--- src/rtl/fb_arbiter_if.sv ---
`default_nettype none
// ============================================================================
// Module   : fb_arbiter_if
// Brief    : Scanout, writer and single-port RAM signal bundle for fb_arbiter.
// Revision : 1.0  initial release
// ============================================================================
interface fb_arbiter_if #(
  parameter int ADDR_W = 17,
  parameter int DATA_W = 24
);
  logic              SCAN_REQ;
  logic [ADDR_W-1:0] SCAN_ADDR;
  logic [DATA_W-1:0] SCAN_DATA;
  logic              SCAN_VALID;
  logic              WR_VALID;
  logic [ADDR_W-1:0] WR_ADDR;
  logic [DATA_W-1:0] WR_DATA;
  logic              WR_READY;
  logic [ADDR_W-1:0] RAM_ADDR;
  logic              RAM_WE;
  logic [DATA_W-1:0] RAM_WDATA;
  logic [DATA_W-1:0] RAM_RDATA;
  logic              SCAN_OVERRUN;

  modport master (
    output SCAN_REQ, SCAN_ADDR, WR_VALID, WR_ADDR, WR_DATA, RAM_RDATA,
    input  SCAN_DATA, SCAN_VALID, WR_READY, RAM_ADDR, RAM_WE, RAM_WDATA, SCAN_OVERRUN
  );

  modport slave (
    input  SCAN_REQ, SCAN_ADDR, WR_VALID, WR_ADDR, WR_DATA, RAM_RDATA,
    output SCAN_DATA, SCAN_VALID, WR_READY, RAM_ADDR, RAM_WE, RAM_WDATA, SCAN_OVERRUN
  );
endinterface
`default_nettype wire

--- src/rtl/fb_arbiter.sv ---
`default_nettype none
// ============================================================================
// Module   : fb_arbiter
// Brief    : Single-port framebuffer RAM arbiter between scanout reads and a
//            pixel writer, with a 1-entry scan pending slot and write anti-starvation.
// Revision : 1.0  initial release
// ============================================================================
module fb_arbiter #(
  parameter int ADDR_W   = 17,
  parameter int DATA_W   = 24,
  parameter int MAX_WAIT = 4
) (
  input wire         CLOCK_50,
  input wire         RESET_N,
  fb_arbiter_if.slave bus
);
  localparam int CNT_W = $clog2(MAX_WAIT + 1);
  localparam logic [CNT_W-1:0] c_max_wait = CNT_W'(MAX_WAIT);

  logic              r_pend_v;
  logic [ADDR_W-1:0] r_pend_addr;
  logic [CNT_W-1:0]  r_cnt;
  logic              r_overrun;
  logic [1:0]        r_rd_pipe;
  logic              r_ram_we;
  logic [ADDR_W-1:0] r_ram_addr;
  logic [DATA_W-1:0] r_ram_wdata;
  logic              r_scan_valid;
  logic [DATA_W-1:0] r_scan_data;

  logic              w_scan_src;
  logic              w_force;
  logic              w_wr_grant;
  logic              w_scan_grant;
  logic [ADDR_W-1:0] w_scan_addr;

  always_comb begin
    w_scan_src   = r_pend_v | bus.SCAN_REQ;
    w_force      = (r_cnt == c_max_wait);
    w_wr_grant   = bus.WR_VALID & (~w_scan_src | w_force);
    w_scan_grant = w_scan_src & ~w_wr_grant;
    w_scan_addr  = r_pend_v ? r_pend_addr : bus.SCAN_ADDR;
  end

  // Gated by reset so the writer never sees a handshake while the block is held.
  assign bus.WR_READY     = RESET_N & w_wr_grant;
  assign bus.RAM_WE       = r_ram_we;
  assign bus.RAM_ADDR     = r_ram_addr;
  assign bus.RAM_WDATA    = r_ram_wdata;
  assign bus.SCAN_VALID   = r_scan_valid;
  assign bus.SCAN_DATA    = r_scan_data;
  assign bus.SCAN_OVERRUN = r_overrun;

  always_ff @(posedge CLOCK_50 or negedge RESET_N) begin
    if (!RESET_N) begin
      r_pend_v    <= 1'b0;
      r_pend_addr <= '0;
      r_cnt       <= '0;
      r_overrun   <= 1'b0;
    end else begin
      if (w_wr_grant) begin
        if (!r_pend_v) begin
          r_pend_v    <= bus.SCAN_REQ;
          r_pend_addr <= bus.SCAN_ADDR;
        end else if (bus.SCAN_REQ) begin
          r_overrun <= 1'b1;
        end
      end else if (w_scan_grant && r_pend_v) begin
        // Pending slot is being served; the new request (if any) takes its place.
        r_pend_v    <= bus.SCAN_REQ;
        r_pend_addr <= bus.SCAN_ADDR;
      end

      if (!bus.WR_VALID || w_wr_grant) begin
        r_cnt <= '0;
      end else if (r_cnt != c_max_wait) begin
        r_cnt <= r_cnt + 1'b1;
      end
    end
  end

  always_ff @(posedge CLOCK_50 or negedge RESET_N) begin
    if (!RESET_N) begin
      r_ram_we    <= 1'b0;
      r_ram_addr  <= '0;
      r_ram_wdata <= '0;
    end else begin
      r_ram_we <= w_wr_grant;
      if (w_wr_grant) begin
        r_ram_addr  <= bus.WR_ADDR;
        r_ram_wdata <= bus.WR_DATA;
      end else if (w_scan_grant) begin
        r_ram_addr <= w_scan_addr;
      end
    end
  end

  // Stage 0: address out to RAM; stage 1: RAM data valid; then captured.
  always_ff @(posedge CLOCK_50 or negedge RESET_N) begin
    if (!RESET_N) begin
      r_rd_pipe    <= 2'b00;
      r_scan_valid <= 1'b0;
      r_scan_data  <= '0;
    end else begin
      r_rd_pipe    <= {r_rd_pipe[0], w_scan_grant};
      r_scan_valid <= r_rd_pipe[1];
      if (r_rd_pipe[1]) begin
        r_scan_data <= bus.RAM_RDATA;
      end
    end
  end
endmodule
`default_nettype wire

--- src/flat_wrapper.sv ---
// flat-port wrapper written by rule: the top's interface ports become plain ports
module fb_arbiter_flat 
#(
  parameter int ADDR_W   = 17,
  parameter int DATA_W   = 24,
  parameter int MAX_WAIT = 4
)
  (CLOCK_50, RESET_N, bus_SCAN_REQ, bus_SCAN_ADDR, bus_WR_VALID, bus_WR_ADDR, bus_WR_DATA, bus_RAM_RDATA, bus_SCAN_DATA, bus_SCAN_VALID, bus_WR_READY, bus_RAM_ADDR, bus_RAM_WE, bus_RAM_WDATA, bus_SCAN_OVERRUN);
  fb_arbiter_if #(.ADDR_W(ADDR_W), .DATA_W(DATA_W)) bus_i ();
  input wire CLOCK_50;
  input wire RESET_N;
  input wire logic [$bits(bus_i.SCAN_REQ)-1:0] bus_SCAN_REQ;
  input wire logic [$bits(bus_i.SCAN_ADDR)-1:0] bus_SCAN_ADDR;
  input wire logic [$bits(bus_i.WR_VALID)-1:0] bus_WR_VALID;
  input wire logic [$bits(bus_i.WR_ADDR)-1:0] bus_WR_ADDR;
  input wire logic [$bits(bus_i.WR_DATA)-1:0] bus_WR_DATA;
  input wire logic [$bits(bus_i.RAM_RDATA)-1:0] bus_RAM_RDATA;
  output wire logic [$bits(bus_i.SCAN_DATA)-1:0] bus_SCAN_DATA;
  output wire logic [$bits(bus_i.SCAN_VALID)-1:0] bus_SCAN_VALID;
  output wire logic [$bits(bus_i.WR_READY)-1:0] bus_WR_READY;
  output wire logic [$bits(bus_i.RAM_ADDR)-1:0] bus_RAM_ADDR;
  output wire logic [$bits(bus_i.RAM_WE)-1:0] bus_RAM_WE;
  output wire logic [$bits(bus_i.RAM_WDATA)-1:0] bus_RAM_WDATA;
  output wire logic [$bits(bus_i.SCAN_OVERRUN)-1:0] bus_SCAN_OVERRUN;
  assign bus_i.SCAN_REQ = bus_SCAN_REQ;
  assign bus_i.SCAN_ADDR = bus_SCAN_ADDR;
  assign bus_i.WR_VALID = bus_WR_VALID;
  assign bus_i.WR_ADDR = bus_WR_ADDR;
  assign bus_i.WR_DATA = bus_WR_DATA;
  assign bus_i.RAM_RDATA = bus_RAM_RDATA;
  assign bus_SCAN_DATA = bus_i.SCAN_DATA;
  assign bus_SCAN_VALID = bus_i.SCAN_VALID;
  assign bus_WR_READY = bus_i.WR_READY;
  assign bus_RAM_ADDR = bus_i.RAM_ADDR;
  assign bus_RAM_WE = bus_i.RAM_WE;
  assign bus_RAM_WDATA = bus_i.RAM_WDATA;
  assign bus_SCAN_OVERRUN = bus_i.SCAN_OVERRUN;
  fb_arbiter #(.ADDR_W(ADDR_W), .DATA_W(DATA_W), .MAX_WAIT(MAX_WAIT)) u_core (.CLOCK_50(CLOCK_50), .RESET_N(RESET_N), .bus(bus_i));
endmodule
--- config.mk ---
export PLATFORM = sky130hd
export DESIGN_NAME = fb_arbiter_flat
export DESIGN_NICKNAME = d
export VERILOG_FILES = /design/src/rtl/fb_arbiter_if.sv /design/src/rtl/fb_arbiter.sv /design/src/flat_wrapper.sv
export SDC_FILE = /design/constraint.sdc
export NUM_CORES = 1
export LEC_CHECK = 0
export BUFFER_PORTS_ARGS = -buffer_cell sky130_fd_sc_hd__buf_2
export CORE_UTILIZATION = 48
export DETAILED_ROUTE_END_ITERATION = 10
export PLACE_DENSITY = 0.91
export SYNTH_ARGS = -nofsm -noshare
export SYNTH_HDL_FRONTEND = slang
export SYNTH_SLANG_ARGS = --single-unit
--- constraint.sdc ---
create_clock -name CLOCK_50 -period 2.1 [get_ports CLOCK_50]
set_input_delay 0.21 -clock CLOCK_50 [delete_from_list [all_inputs] [get_ports CLOCK_50]]
set_output_delay 0.21 -clock CLOCK_50 [all_outputs]
set_load 0.05 [all_outputs]
==> flow_summary_export.csv, run 1 <==
group,metric,value,unit
routing,wl_per_cell,15.9,um
synthesis,synth_fp_nets,335,
timing,clock_skew,0.00856,ns
synthesis,synth-seq-cells,91,
worst_setup_path,endpoint_kind,"output port",
routing,drt_first_pass_iters,4,
grt,grt_pass1_vias,2713,
outcome,outcome,"finished clean",
floorplanning,io_pins,155,
hold_path,hold_path.class,"primary input to flip-flop",
timing,fin_tns_setup,0,ns
grt,grt.overflow.total,0,
timing,slew_violations,0,
clocking,ctsRootBufferMaster,"clkbuf_8",
worst_setup_path,crit_arrival,1.78,ns
clocking,clkTransAtPathRegs,0.09,ns
routing,ant_nets,0,
grt,grt_antenna_before_repair,0,
final_layout,layout_common_cells,"buf_2 (152), dfrtp_1 (91), mux2_2 (53)",
timing,max_freq,503,MHz
floorplanning,row_count,31,
worst_setup_path,worst-setup-path-type,"flip-flop to output port",
routing,drtIter0Drc,63,
synthesis,ys_seq_area_share,60.4,%
final_layout,final_common_cell,"buf_2",
routing,drc_errors,0,
run,max_cap_violations,0,
synthesis,synth_area_per_cell,15.3,um^2
place,routabilityCongestion,0.759,
synthesis,ys_types,29,
grt,grt_pass1_wl,13400,um
clocking,cts_buffer_depth,2,
timing,worst_slack,0.113,ns
floorplanning,coreArea,0.00741,mm^2
power_and_ir_drop,max-vdd-ir-drop,499,uV
floorplanning,die_w,90.6,um
timing,worstMarginPinSlew,1.16,ns
floorplanning,start_util,50.9,%
place,portBuffers,154,
clocking,cts_num_sinks,91,
grt,grt_max_degree,92,
final_layout,fin_util,65.1,%
routing,viasPerCell,5.17,
place,dpl.cell_count,492,
clocking,cts_tree,"done",
timing,period_share,94.6,%
clocking,h-tree-depth,3,
timing,slew_headroom,21.9,%
timing,hold_violations,0,
timing,setup_viol_count_final,0,
final_layout,drive_gt1_share,60.3,%
routing,vias,2637,
worst_setup_path,crit_required,1.89,ns
power_and_ir_drop,p_per_area,1020,mW/mm^2
worst_setup_path,cp-start-kind,"flip-flop",
place,pre_cts_ws,0.196,ns
final_layout,fillers,568,
synthesis,yosys_warnings,0,
floorplanning,dieArea,0.00821,mm^2
final_layout,nets,494,
power_and_ir_drop,p_leak,2.33,nW
floorplanning,die_y,90.6,um
final_layout,stdcell_count,510,
grt,grtUsageTotal,20.5,%
clocking,clock_latency,0.34,ns
worst_setup_path,critPathMaxFanout,9,
clocking,cts_buffers,9,
final_layout,synthToLayoutAreaGrowth,28.1,%
final_layout,n_antenna_cell,0,
timing,finalCriticalPeriod,1.99,ns
synthesis,synthCells,247,
routing,drt-total-wl,8100,um
synthesis,netlist_area,0.00377,mm^2
place,hpwl,5960,um
timing,rsz0062_at_grt,"false",
-- final cells by class --
class	count	area [um^2]	share of cell area (%)
multi-input cells	136	1360	28.1
clock inverters	5	38.8	0.804
well taps	99	124	2.57
clock buffers	11	131	2.72
repair buffers	165	886	18.4
flip-flops and latches	91	2280	47.2
inverters	3	11.3	0.233
-- worst max-delay path: stages, from the launching register on --
cell	delay, ns
dfrtp_1	0.37
inv_1	0.05
ha_1	0.23
and2_4	0.19
o21a_4	0.24
and2_1	0.17
buf_4	0.19
-- what timing repair did --
item	4_1_cts	5_1_grt
setup endpoints to repair	1	1
gates resized for setup	2	1
setup buffers	0	1
hold buffers	1	0
endpoints found under the hold margin	91	0
-- worst paths after layout --
check | from | endpoint | slack (ns) | cells after the start
max reg2reg | u_core.r_pend_v | u_core.bus.RAM_ADDR[2] | 0.25 | 2
min in group asynchronous | RESET_N | u_core.bus.RAM_WDATA[18] | 0.49 | 3
min | bus_WR_DATA[13] | u_core.bus.RAM_WDATA[13] | 0.09 | 2
max in group asynchronous | RESET_N | u_core.bus.SCAN_DATA[13] | 1.21 | 3
min reg2reg | u_core.r_rd_pipe[0] | u_core.r_rd_pipe[1] | 0.37 | 0
max | u_core.r_cnt[0] | bus_WR_READY | 0.11 | 6
-- synthesized netlist by cell type (all sizes together) --
cell type	n	share of area [%]
mux2i	18	4.8
dfrtp	91	60
ha	2	0.66
nor3b	1	0.20
o21ai	1	0.13
a31o	1	0.23
and3	1	0.17
nor3	19	2.7
nor2	4	0.60
nand4	1	0.17
and2	2	0.37
mux2	65	20
o311a	1	0.27
maj3	1	0.27
clkbuf	5	0.50
inv	3	0.30
a221o	17	4.5
buf	12	3.0
o21a	1	0.20
or2	1	0.17
-- where the power goes --
group	internal (mW)	switching (mW)	total [mW]
clock	0.435	0.596	1.03
sequential	2.04	0.155	2.20
combinational	0.540	1.14	1.68
-- layer usage --
layer	global-route usage, %	part of all wire (%)
met3	3.79	6.1
met5	0	0
met2	34.8	50
met1	27.1	43
met4	5.51	0.91
-- per-stage QoR --
| step | hold slack (ns) | total power [mW] | cell area, um^2 |
|---|---|---|---|
| after detailed placement | 0.326 | 3.91 | 4630 |
| after global routing | 0.0672 | 5.13 | 4830 |
| final | 0.0867 | 4.90 | 4830 |
| after global placement | 0.320 | 3.87 | 4630 |
| after CTS | 0.0716 | 4.94 | 4820 |
| after floorplan | -0.0856 | 3.46 | 3770 |
-- kinds of logic (layout without fill, tap and decap cells) --
group / Yosys count / count (layout) / synth area share, %
compound gates: 21 / 21 / 5.35
fa+ha+maj: 3 / 3 / 0.930
buf+inv: 20 / 184 / 3.75
flops: 91 / 91 / 60.4
mux: 83 / 83 / 25.2
simple gates: 29 / 29 / 4.32
-- sequential cells by signal, summed over array words and instances, names as in the netlist --
signal and cells:
u_core.r_cnt 3, u_core.r_rd_pipe 2, u_core.bus.SCAN_OVERRUN 1, u_core.bus.RAM_WE 1, u_core.bus.SCAN_VALID 1, u_core.bus.SCAN_DATA 24, u_core.bus.RAM_WDATA 24, u_core.r_pend_v 1
u_core.bus.RAM_ADDR 17, u_core.r_pend_addr 17
Note: power is estimated with default switching activity, not from simulation.
==> run 2, diff against run 1 <==
--- a/config.mk
+++ b/config.mk
@@ -9,6 +9,7 @@
 export CORE_UTILIZATION = 48
 export DETAILED_ROUTE_END_ITERATION = 10
 export PLACE_DENSITY = 0.91
+export REMOVE_ABC_BUFFERS = 1
 export SYNTH_ARGS = -nofsm -noshare
 export SYNTH_HDL_FRONTEND = slang
 export SYNTH_SLANG_ARGS = --single-unit
==> flow_summary_export.csv, run 2 (synthesized netlist as in run 1, its figures left out) <==
group,metric,value,unit
place,routabilityCongestion,0.731,
routing,drt-total-wl,8770,um
power_and_ir_drop,p_per_area,1040,mW/mm^2
routing,ant_nets,0,
timing,hold_ws,0.0762,ns
clocking,cts_buffers,9,
grt,grtUsageTotal,22.2,%
floorplanning,dieArea,0.00821,mm^2
grt,busiest_layer,"met2",
grt,grt_pass1_vias,2730,
routing,drt_first_pass_iters,4,
timing,period_share,97.1,%
worst_setup_path,crit_required,1.89,ns
final_layout,nets,502,
final_layout,drive_gt1_share,61.3,%
worst_setup_path,r2r-start,"u_core.r_cnt[0]",
timing,clock_skew,0.0107,ns
worst_setup_path,critPathMaxFanout,6,
routing,drc_errors,0,
hold_path,whs_endpoint,"u_core.bus.RAM_WDATA[13]",
place,portBuffers,154,
timing,hold_violations,0,
outcome,outcome,"finished clean",
worst_setup_path,worst-setup-path-type,"flip-flop to output port",
clocking,cts_buffer_depth,2,
timing,fin_tns_setup,0,ns
worst_setup_path,r2r_cells,7,
final_layout,fin_util,66.0,%
place,dpl.cell_count,496,
final_layout,stdcell_count,518,
routing,vias,2638,
final_layout,final_common_cell,"buf_2",
worst_setup_path,cpPeakStageDelay,0.38,ns
run,max_cap_violations,0,
worst_setup_path,crit_arrival,1.83,ns
worst_setup_path,endpoint_kind,"output port",
routing,drtIter0Drc,79,
routing,wl_per_cell,16.9,um
place,hpwl,6430,um
clocking,h-tree-depth,3,
clocking,clkTransAtPathRegs,0.09,ns
final_layout,layout_common_cells,"buf_2 (152), dfrtp_1 (91), mux2_2 (53)",
timing,max_freq,490,MHz
timing,slew_headroom,14.6,%
floorplanning,io_pins,155,
timing,worstMarginPinSlew,1.27,ns
grt,grt_max_degree,40,
timing,setup_viol_count_final,0,
clocking,cts_tree,"done",
timing,finalCriticalPeriod,2.04,ns
routing,viasPerCell,5.09,
hold_path,min_path_cells,2,
final_layout,synthToLayoutAreaGrowth,29.8,%
grt,grt.overflow.total,0,
hold_path,hold_path.class,"primary input to flip-flop",
worst_setup_path,critPathSlowestCell,"dfrtp_1",
grt,grt_pass1_wl,13900,um
worst_setup_path,cp-start-kind,"flip-flop",
floorplanning,row_count,31,
worst_setup_path,reg2reg_setup_slack,0.18,ns
power_and_ir_drop,design_power_total,5.08,mW
timing,slew_violations,0,
grt,grt_antenna_before_repair,0,
floorplanning,start_util,50.9,%
hold_path,hp-start,"bus_WR_DATA[13]",
clocking,cts_num_sinks,91,
floorplanning,die_y,90.6,um
grt,use_met2,38.2,%
final_layout,n_antenna_cell,0,
final_layout,fillers,543,
power_and_ir_drop,max-vdd-ir-drop,466,uV
power_and_ir_drop,p_leak,2.38,nW
grt,grt_use_met1,27.6,%
worst_setup_path,crit_chain,"inv_1 > ha_1 > and2_2 > o21a_4 > and2_1 > buf_4",
worst_setup_path,reg2reg_to,"u_core.bus.RAM_ADDR[6]",
floorplanning,die_w,90.6,um
grt,grt_use_met3,4.97,%
clocking,clock_latency,0.35,ns
floorplanning,coreArea,0.00741,mm^2
clocking,ctsRootBufferMaster,"clkbuf_8",
run 2: critical path, delay by kind of cell (launching register included):
family / cells / cell delay [ns]
AND/OR/NAND/NOR: 2 / 0.41
flip-flops: 1 / 0.38
AO/OA/AOI/OAI: 1 / 0.25
adder cells (fa/ha/maj): 1 / 0.23
buffers and inverters: 2 / 0.23
run 2: layer usage:
| metal | vias to the layer above | part of all wire [%] | wire (um) |
|---|---|---|---|
| li1 | 1241 | - | - |
| met1 | 1270 | 41 | 3600 |
| met2 | 116 | 51 | 4480 |
| met3 | 11 | 6.4 | 561 |
| met4 | 0 | 1.6 | 136 |
| met5 | - | 0 | 0 |
run 2: through the flow:
step | worst slack [ns] | instance area, um^2
2_1_floorplan | -0.823 | 3640
3_3_place_gp | 0.151 | 4630
3_5_place_dp | 0.0711 | 4630
4_1_cts | 0.00459 | 4860
5_1_grt | -0.0111 | 4890
6_report | 0.0607 | 4890
run 2: power breakdown:
part	switching, mW	internal [mW]	leakage [nW]
logic	1.15	0.545	1.21
clock network	0.620	0.561	0.0935
registers	0.159	2.04	1.08
run 2: worst max-delay path by stage:
stage                               start                  endpoint  cells after the start
after floorplan           u_core.r_pend_v              bus_WR_READY                      3
after global placement    u_core.r_cnt[0]  u_core.bus.RAM_WDATA[16]                      6
final                     u_core.r_cnt[0]              bus_WR_READY                      6
after detailed placement  u_core.r_cnt[0]  u_core.bus.RAM_WDATA[21]                      6
after CTS                 u_core.r_cnt[0]              bus_WR_READY                      6
after global routing      u_core.r_cnt[0]              bus_WR_READY                      6
run 2: area by class of cell:
| class | instances | area [um^2] | area share, % |
|---|---|---|---|
| Tap cell | 99 | 124 | 2.53 |
| Multi-Input combinational cell | 137 | 1370 | 27.9 |
| Clock buffer | 10 | 128 | 2.61 |
| Clock inverter | 6 | 71.3 | 1.46 |
| Timing Repair Buffer | 172 | 913 | 18.7 |
| Inverter | 3 | 11.3 | 0.230 |
| Sequential cell | 91 | 2280 | 46.6 |
run 2: repair_timing:
action | 4_1_cts | 5_1_grt
gates resized for setup | 2 | 0
endpoints found under the hold margin | 22 | 0
gates cloned | 1 | 0
buffers inserted | 0 | 4
hold buffers | 1 | 0
pin swaps | 0 | 1
setup endpoints to repair | 1 | 1
==> run 3, diff against run 2 <==
--- a/config.mk
+++ b/config.mk
@@ -6,6 +6,7 @@
 export NUM_CORES = 1
 export LEC_CHECK = 0
 export BUFFER_PORTS_ARGS = -buffer_cell sky130_fd_sc_hd__buf_2
+export CORE_MARGIN = 3
 export CORE_UTILIZATION = 48
 export DETAILED_ROUTE_END_ITERATION = 10
 export PLACE_DENSITY = 0.91
==> constraint.sdc (replaced) <==
create_clock -name CLOCK_50 -period 2.33 [get_ports CLOCK_50]
set_input_delay 0.233 -clock CLOCK_50 [delete_from_list [all_inputs] [get_ports CLOCK_50]]
set_output_delay 0.233 -clock CLOCK_50 [all_outputs]
set_load 0.05 [all_outputs]
==> flow_summary_export.csv, run 3 (synthesized netlist as in run 1, its figures left out) <==
group,metric,value,unit
outcome,outcome,"finished clean",
worst_setup_path,endpoint_kind,"output port",
grt,grtUsageTotal,19.3,%
timing,hold_ws,0.115,ns
timing,slew_headroom,18.1,%
clocking,clock_latency,0.34,ns
final_layout,final_cell_area,0.00488,mm^2
timing,setup_viol_count_final,0,
floorplanning,coreArea,0.00745,mm^2
routing,viasPerCell,5.10,
clocking,cts_buffers,9,
clocking,ctsRootBufferMaster,"clkbuf_8",
timing,hold_violations,0,
routing,drc_errors,0,
timing,slew_violations,0,
timing,period_share,92.9,%
floorplanning,row_count,31,
worst_setup_path,crit_required,2.10,ns
grt,grt_pass1_vias,2803,
final_layout,final_common_cell,"buf_2",
power_and_ir_drop,p_leak,2.36,nW
timing,rsz0062_at_grt,"false",
grt,grt_antenna_before_repair,0,
hold_path,hold_path.class,"primary input to flip-flop",
power_and_ir_drop,design_power_total,4.74,mW
routing,drtIter0Drc,63,
power_and_ir_drop,max-vdd-ir-drop,532,uV
final_layout,synthToLayoutAreaGrowth,29.5,%
floorplanning,start_util,50.6,%
place,dpl.cell_count,492,
worst_setup_path,critPathMaxFanout,9,
clocking,post_cts_buffers,0,
clocking,h-tree-depth,3,
routing,wl_per_cell,16.7,um
power_and_ir_drop,p_per_area,971,mW/mm^2
floorplanning,dieArea,0.00895,mm^2
worst_setup_path,worst-setup-path-type,"flip-flop to output port",
place,portBuffers,154,
grt,grt_pass1_wl,13300,um
grt,grt_max_degree,92,
worst_setup_path,crit_arrival,1.93,ns
timing,max_freq,462,MHz
final_layout,drive_gt1_share,60.5,%
place,routabilityCongestion,0.724,
timing,worstMarginPinSlew,1.22,ns
clocking,cts_tree,"done",
place,placedInstanceArea,0.00463,mm^2
timing,finalCriticalPeriod,2.16,ns
clocking,cts_num_sinks,91,
timing,worst_slack,0.166,ns
place,hpwl,6240,um
floorplanning,io_pins,155,
final_layout,nets,493,
routing,drt-total-wl,8480,um
routing,vias,2598,
final_layout,n_antenna_cell,0,
routing,ant_nets,0,
floorplanning,die_w,94.6,um
floorplanning,die_y,94.6,um
clocking,cts_buffer_depth,2,
clocking,clkTransAtPathRegs,0.09,ns
final_layout,stdcell_count,509,
routing,drt_first_pass_iters,4,
timing,clock_skew,0.0155,ns
final_layout,layout_common_cells,"buf_2 (153), dfrtp_1 (91), mux2_2 (53)",
grt,grt.overflow.total,0,
worst_setup_path,cp-start-kind,"flip-flop",
run,max_cap_violations,0,
place,pre_cts_ws,0.438,ns
run 3: path summary, 6_finish.rpt:
kind	endpoint	slack (ns)	start	cells after the start
worst min register to register	u_core.r_rd_pipe[1]	0.36	u_core.r_rd_pipe[0]	0
min in group asynchronous	u_core.bus.SCAN_OVERRUN	0.49	RESET_N	3
worst max register to register	u_core.bus.RAM_WDATA[14]	0.45	u_core.r_cnt[0]	6
max in group asynchronous	u_core.r_pend_addr[6]	1.46	RESET_N	3
worst min-delay path	u_core.bus.RAM_WDATA[13]	0.11	bus_WR_DATA[13]	2
worst max-delay path	bus_WR_READY	0.17	u_core.r_cnt[0]	6
run 3: layer usage:
metal  share of wire [%]  track usage (%)  up-vias  wire length (um)
li1                    -                -     1219                 -
met1                  41             24.5     1240              3520
met2                  49             32.8      134              4180
met3                 8.7             4.38        5               739
met4                0.52             6.01        0                44
met5                   0                0        -                 0
run 3: per-stage QoR:
stage,TNS [ns],utilization [%]
global route,0,65.5
detailed placement,0,62.1
global placement,0,62.1
CTS,0,65.5
floorplan,-12.99,-
finish,0,65.5
run 3: power by group:
group / total (mW) / internal, mW / leakage [nW] / switching, mW
Combinational: 1.51 / 0.482 / 1.17 / 1.03
Clock: 1.25 / 0.715 / 0.113 / 0.532
Sequential: 1.98 / 1.84 / 1.08 / 0.145
Total: 4.74 / 3.04 / 2.36 / 1.70
run 3: what timing repair did:
| item | 4_1_cts | 5_1_grt |
|---|---|---|
| resized for setup | 0 | 0 |
| endpoints found under the hold margin | 91 | 0 |
| hold buffers | 1 | 0 |
run 3: worst max-delay path, stage by stage (launching register included):
cell and delay [ns]:
dfrtp_1 0.39, inv_1 0.06, ha_1 0.23, and2_2 0.23, o21a_2 0.29, and2_1 0.19, buf_2 0.21
run 3: cell type report:
class                           instances  area, um^2
Timing Repair Buffer                  164         876
Multi-Input combinational cell        136        1350
Tap cell                               99         124
Clock inverter                          6         114
Inverter                                3        11.3
Fill cell                             547        2570
Clock buffer                           10         128
Sequential cell                        91        2280
